[src/rtl/instr_sequencer_if.sv]
// instr_sequencer_if: links the sequencer to the instruction store and the register/ALU datapath.
//   master (sequencer): drives im_addr, register-file/latch strobes, alu_op and imm_ext; reads im_data and alu_zero.
//   slave  (datapath):  the mirror image.
interface instr_sequencer_if #(parameter int AW = 3);
  logic [AW-1:0] im_addr;
  logic [31:0]   im_data;
  logic          alu_zero;
  logic [1:0]    rf_ra_a;
  logic [1:0]    rf_ra_b;
  logic          a_en;
  logic          b_en;
  logic          b_sel;
  logic [31:0]   imm_ext;
  logic [2:0]    alu_op;
  logic          out_en;
  logic          rf_we;
  logic [1:0]    rf_wa;
  modport master (
    output im_addr, rf_ra_a, rf_ra_b, a_en, b_en, b_sel, imm_ext, alu_op, out_en, rf_we, rf_wa,
    input  im_data, alu_zero
  );
  modport slave (
    input  im_addr, rf_ra_a, rf_ra_b, a_en, b_en, b_sel, imm_ext, alu_op, out_en, rf_we, rf_wa,
    output im_data, alu_zero
  );
endinterface

[src/rtl/instr_sequencer.sv]
// instr_sequencer: multi-cycle FETCH/DECODE/EXEC/WB controller for the 4-register/ALU datapath.
//   clk, RST (async, active-low), start: control inputs.
//   bus: store address/data plus datapath strobes (master side).
//   pc, busy, done, timeout: status outputs.
module instr_sequencer #(
  parameter int IM_DEPTH  = 8,
  parameter int MAX_INSTR = 64
) (
  input  logic                        clk,
  input  logic                        RST,
  input  logic                        start,
  instr_sequencer_if.master           bus,
  output logic [$clog2(IM_DEPTH)-1:0] pc,
  output logic                        busy,
  output logic                        done,
  output logic                        timeout
);
  localparam int PW = $clog2(IM_DEPTH);
  typedef enum logic [2:0] {IDLE, FETCH, DECODE, EXEC, WB, DONE} state_t;
  state_t        state_q, state_d;
  logic [PW-1:0] pc_q, pc_d;
  logic [31:0]   ir_q, ir_d;
  logic [7:0]    cnt_q, cnt_d;
  logic          timeout_q, timeout_d;
  logic [3:0]    op;
  logic          jump, taken;
  logic          unused_ir;
  assign op        = ir_q[31:28];
  assign jump      = op == 4'd8;
  assign taken     = op == 4'd7 && bus.alu_zero;
  assign unused_ir = ^ir_q[21:16];
  assign bus.im_addr = pc_q;
  assign bus.imm_ext = {{16{ir_q[15]}}, ir_q[15:0]};
  assign pc      = pc_q;
  assign busy    = state_q inside {FETCH, DECODE, EXEC, WB};
  assign done    = state_q == DONE;
  assign timeout = timeout_q && state_q == DONE;
  always_ff @(posedge clk or negedge RST) begin
    if (!RST) begin
      state_q   <= IDLE;
      pc_q      <= '0;
      ir_q      <= '0;
      cnt_q     <= '0;
      timeout_q <= 1'b0;
    end else begin
      state_q   <= state_d;
      pc_q      <= pc_d;
      ir_q      <= ir_d;
      cnt_q     <= cnt_d;
      timeout_q <= timeout_d;
    end
  end
  always_comb begin
    state_d     = state_q;
    pc_d        = pc_q;
    ir_d        = ir_q;
    cnt_d       = cnt_q;
    timeout_d   = timeout_q;
    bus.rf_ra_a = 2'd0;
    bus.rf_ra_b = 2'd0;
    bus.a_en    = 1'b0;
    bus.b_en    = 1'b0;
    bus.b_sel   = 1'b0;
    bus.alu_op  = 3'd0;
    bus.out_en  = 1'b0;
    bus.rf_we   = 1'b0;
    bus.rf_wa   = 2'd0;
    case (state_q)
      IDLE, DONE: if (start) begin
        state_d   = FETCH;
        pc_d      = '0;
        cnt_d     = '0;
        timeout_d = 1'b0;
      end
      FETCH: begin
        ir_d    = bus.im_data;
        state_d = DECODE;
      end
      DECODE: if (op == 4'hF) state_d = DONE;
      else begin
        bus.rf_ra_a = ir_q[25:24];
        bus.rf_ra_b = ir_q[23:22];
        bus.a_en    = 1'b1;
        bus.b_en    = 1'b1;
        bus.b_sel   = op == 4'd6;
        state_d     = EXEC;
      end
      EXEC: begin
        // ALU ops 1..5 map to codes 0..4; BEQ compares by subtraction; everything else adds.
        bus.alu_op = (op >= 4'd1 && op <= 4'd5) ? 3'(op - 4'd1) : (op == 4'd7 ? 3'd1 : 3'd0);
        bus.out_en = 1'b1;
        state_d    = WB;
      end
      WB: begin
        bus.rf_we = op >= 4'd1 && op <= 4'd6;
        bus.rf_wa = ir_q[27:26];
        // Branch offset is the signed low PC-width imm bits; modulo PC arithmetic makes unsigned add equivalent.
        pc_d      = jump ? ir_q[PW-1:0] : taken ? pc_q + PW'(1) + ir_q[PW-1:0] : pc_q + PW'(1);
        cnt_d     = cnt_q + 8'd1;
        if (cnt_d == 8'(MAX_INSTR)) begin
          state_d   = DONE;
          timeout_d = 1'b1;
        end else state_d = (pc_q == PW'(IM_DEPTH - 1) && !jump && !taken) ? DONE : FETCH;
      end
      default: state_d = IDLE;
    endcase
  end
endmodule

[src/flat_wrapper.sv]
// flat-port wrapper written by rule: the top's interface ports become plain ports
module instr_sequencer_flat 
#(
  parameter int IM_DEPTH  = 8,
  parameter int MAX_INSTR = 64
)
  (clk, RST, start, pc, busy, done, timeout, bus_im_addr, bus_rf_ra_a, bus_rf_ra_b, bus_a_en, bus_b_en, bus_b_sel, bus_imm_ext, bus_alu_op, bus_out_en, bus_rf_we, bus_rf_wa, bus_im_data, bus_alu_zero);
  instr_sequencer_if bus_i ();
  input  logic clk;
  input  logic RST;
  input  logic start;
  output logic [$clog2(IM_DEPTH)-1:0] pc;
  output logic busy;
  output logic done;
  output logic timeout;
  output wire logic [$bits(bus_i.im_addr)-1:0] bus_im_addr;
  output wire logic [$bits(bus_i.rf_ra_a)-1:0] bus_rf_ra_a;
  output wire logic [$bits(bus_i.rf_ra_b)-1:0] bus_rf_ra_b;
  output wire logic [$bits(bus_i.a_en)-1:0] bus_a_en;
  output wire logic [$bits(bus_i.b_en)-1:0] bus_b_en;
  output wire logic [$bits(bus_i.b_sel)-1:0] bus_b_sel;
  output wire logic [$bits(bus_i.imm_ext)-1:0] bus_imm_ext;
  output wire logic [$bits(bus_i.alu_op)-1:0] bus_alu_op;
  output wire logic [$bits(bus_i.out_en)-1:0] bus_out_en;
  output wire logic [$bits(bus_i.rf_we)-1:0] bus_rf_we;
  output wire logic [$bits(bus_i.rf_wa)-1:0] bus_rf_wa;
  input wire logic [$bits(bus_i.im_data)-1:0] bus_im_data;
  input wire logic [$bits(bus_i.alu_zero)-1:0] bus_alu_zero;
  assign bus_im_addr = bus_i.im_addr;
  assign bus_rf_ra_a = bus_i.rf_ra_a;
  assign bus_rf_ra_b = bus_i.rf_ra_b;
  assign bus_a_en = bus_i.a_en;
  assign bus_b_en = bus_i.b_en;
  assign bus_b_sel = bus_i.b_sel;
  assign bus_imm_ext = bus_i.imm_ext;
  assign bus_alu_op = bus_i.alu_op;
  assign bus_out_en = bus_i.out_en;
  assign bus_rf_we = bus_i.rf_we;
  assign bus_rf_wa = bus_i.rf_wa;
  assign bus_i.im_data = bus_im_data;
  assign bus_i.alu_zero = bus_alu_zero;
  instr_sequencer #(.IM_DEPTH(IM_DEPTH), .MAX_INSTR(MAX_INSTR)) u_core (.clk(clk), .RST(RST), .start(start), .bus(bus_i), .pc(pc), .busy(busy), .done(done), .timeout(timeout));
endmodule
[config.mk]
export PLATFORM = sky130hd
export DESIGN_NAME = instr_sequencer_flat
export DESIGN_NICKNAME = d
export VERILOG_FILES = /design/src/rtl/instr_sequencer_if.sv /design/src/rtl/instr_sequencer.sv /design/src/flat_wrapper.sv
export SDC_FILE = /design/constraint.sdc
export NUM_CORES = 1
export LEC_CHECK = 0
export BUFFER_PORTS_ARGS = -buffer_cell sky130_fd_sc_hd__buf_2
export CAP_MARGIN = 30
export CORE_MARGIN = 4
export CORE_UTILIZATION = 35
export DETAILED_ROUTE_END_ITERATION = 16
export RECOVER_POWER = 25
export SLEW_MARGIN = 20
export SYNTH_ARGS = -nofsm -noshare
export SYNTH_HDL_FRONTEND = slang
export SYNTH_SLANG_ARGS = --single-unit
[constraint.sdc]
create_clock -name clk -period 2.5 [get_ports clk]
set_input_delay 0.25 -clock clk [delete_from_list [all_inputs] [get_ports clk]]
set_output_delay 0.25 -clock clk [all_outputs]
set_load 0.05 [all_outputs]
==> impl_results.md <==
* Status: complete, no violations
* Chip Height at ~90 um
* Seq/Total Area, Yosys at 0.422
* Synth top area share at 0.422
* Number of fill cells in the layout at 691
* H-Tree Depth at 2
* Clock Tree Root: clkbuf_8
* Chip width at roughly 91 um
* Vias/cell at 4.90
* Setup WS post-layout at 0.215 ns
* Fraction of layout cells with a size suffix above 1 at 0.358
* Synthesized area at 2430 um2
* Worst setup SP type: register
* Final setup vio count at 0
* Pre-CTS WS at 0.525 ns
* Vias in the first global route at roughly 1,800
* Final Hold Viols at 0
* Cts bufs inserted at 5
* Worst slew margin at 0.411
* Worst Tran Pin Value at between 0.8 and 0.9 ns
* Hold WC Path Type: input port to register
* Synth Instances at 230
* Starting Density at 0.360
* Site Rows at 30
* Synth Area per Inst at ~11 um2
* Io pins at 91
* Post-route ant nets at 0
* Period minus WS final at 2.29 ns
* Final WL at ~4.9 mm
* Setup_tns at 0 ns
* Final Wtd Congestion at roughly 0.77
* Post-synth ARST share at 1.00
* Antenna violations before repair at 0
* Largest net degree at the start of global routing at 42
* Area of the core at 6760 um2
* Synth warn at 0
* Final Max Tran Viols at 0
* DR WL/cell at about 14 um
* Clk sinks at 41
* Initial DRC count at 116
* Largest area contributor in the netlist: dfrtp_1
* Pre-antenna DRT Iters at 4
* Final period util at 0.914
* Clock skew at 0.00878 ns
* Max_cap viols at 0
* Clk_lat worst skew at about 0.3 ns
* CP required at around 2.3 ns
* Max Root-Sink Buffers at 2
* Area occupied by multi-input gates at 1070 um2
* Setup crit end kind: output pin
* Synth Net Count at approximately 280
* Diode count at 0
* CP Class: register to output pin
* Unique masters post-synth at between 40 and 50
* Net count, final at 326
* CP Max Fanout at 7
* GRT Resource Usage Total at 0.121
* Peak Freq at 0.438 GHz
* Via count at between 1,500 and 2,000
* Most used DFF post-synth: dfrtp_1
* Detailed-route DRC error count at 0
* Reg clk slew, reported paths at 0.09 ns
* Register area at 1030 um2
* CTS tree: built
* Total gr overflow at 0
* EDFF count, synth at 0
* Die Area at about 8300 um2
* RSZ-0062 raised after global routing: no
* Top post-synthesis cells by area: dfrtp_1, buf_4, mux2_1, ha_1, o21ai_0
* Hpwl dp at 3.61 mm
* Hold slack at 0.150 ns
* Buffers added on ports at 84
* Layout area overhead at 14.5%
* Number of synthesized register bits at 41
* Worst Path Arrival at 2.04 ns
* First-pass GRT wire length at about 8.4 mm
==> cell usage in the layout, fill, tap and decap left out, types with 3 or more instances in the layout <==
| cell | count |
|---|---|
| a22o_1 | 4 |
| nand3_1 | 4 |
| mux2_1 | 24 |
| buf_2 | 83 |
| nor3b_1 | 3 |
| nor2_1 | 8 |
| clkbuf_8 | 5 |
| and2_1 | 8 |
| o31ai_1 | 4 |
| ha_1 | 8 |
| nor3_1 | 3 |
| o21ai_1 | 5 |
| a21oi_1 | 4 |
| xnor2_1 | 4 |
| mux2i_1 | 3 |
| nand2_1 | 9 |
| inv_1 | 4 |
| nor2b_1 | 6 |
| o21ai_0 | 11 |
| dfrtp_1 | 41 |
| buf_4 | 3 |
==> state kept, by name, summed over array words and instances, names as in the netlist <==
name / flops
u_core.timeout_q: 1
u_core.state_q: 3
u_core.cnt_q: 8
u_core.ir_q: 26
u_core.bus.im_addr: 3
==> per-stage QoR <==
stage / cells / area [um2] / util
after floorplan: 230 / 2430 / -
after global placement: 352 / 2660 / 0.393
after detailed placement: 352 / 2660 / 0.393
after CTS: 360 / 2770 / 0.410
after global routing: 362 / 2790 / 0.412
final: 362 / 2790 / 0.412
==> critical path, cell delays in order, from the launching register on <==
cell	delay, ns
dfrtp_1	0.42
ha_1	0.24
a31oi_1	0.20
nor2b_1	0.41
and2_1	0.19
buf_2	0.26
==> final timing paths <==
check	from	endpoint	slack (ns)	cells past startpoint
min in group asynchronous	RST	u_core.ir_q[23]$_DFFE_PN0N_	0.59	2
worst min register to register	u_core.ir_q[9]$_DFFE_PN0N_	u_core.ir_q[9]$_DFFE_PN0N_	0.48	1
worst max register to register	u_core.bus.im_addr[0]$_DFFE_PN0P_	u_core.bus.im_addr[2]$_DFFE_PN0P_	0.53	6
max in group asynchronous	RST	u_core.timeout_q$_DFFE_PN0P_	0.77	3
worst max-delay path	u_core.ir_q[28]$_DFFE_PN0N_	bus_rf_ra_a[0]	0.21	5
worst min-delay path	bus_im_data[29]	u_core.ir_q[29]$_DFFE_PN0N_	0.15	3
==> synthesized netlist by cell type, drive strengths merged (2+ instances only) <==
cell and n:
nand4 2, dfrtp 41, a21oi 4, nor3 4, nor2b 6, nand2 9
o31ai 4, and3 2, nor2 8, ha 8, mux2i 3, inv 5
a211o 2, a31oi 2, nor3b 3, clkbuf 2, nand3 4, and2 8
a22o 4, or2 2, mux2 25, xnor2 4, buf 43, o21ai 16
o2bb2ai 2
==> final cells by class <==
type	instances	share of cell area
repair buffers	89	0.164
inverters	5	0.00674
well taps	80	0.0359
flip-flops and latches	41	0.368
multi-input cells	139	0.384
clock buffers	5	0.0247
clock inverters	3	0.0166
==> cells by family after synthesis <==
family | Yosys count | share of synthesized area
xor gates and xnor gates | 4 | 0.0144
muxes | 28 | 0.128
and+or+nand+nor | 56 | 0.128
buffers and inverters | 50 | 0.141
AOI/OAI and AO/OA | 42 | 0.117
adders and majority gates | 9 | 0.0494
DFF | 41 | 0.422
==> per-layer routing <==
metal,up-vias,GRT usage,wire [um]
met4,0,0.0302,51
met3,5,0.0389,298
li1,875,-,-
met1,845,0.151,2130
met5,-,0,0
met2,47,0.204,2460
==> timing repair <==
action	in CTS	in global routing
hold buffers	0	1
endpoints found under the hold margin	0	15
setup endpoints to repair	0	0
resized for setup	0	0
buffers inserted	0	0
Power is left out: the tool's default activity adds up to more than one toggle a clock period on the data nets, which glitch-free logic cannot reach.
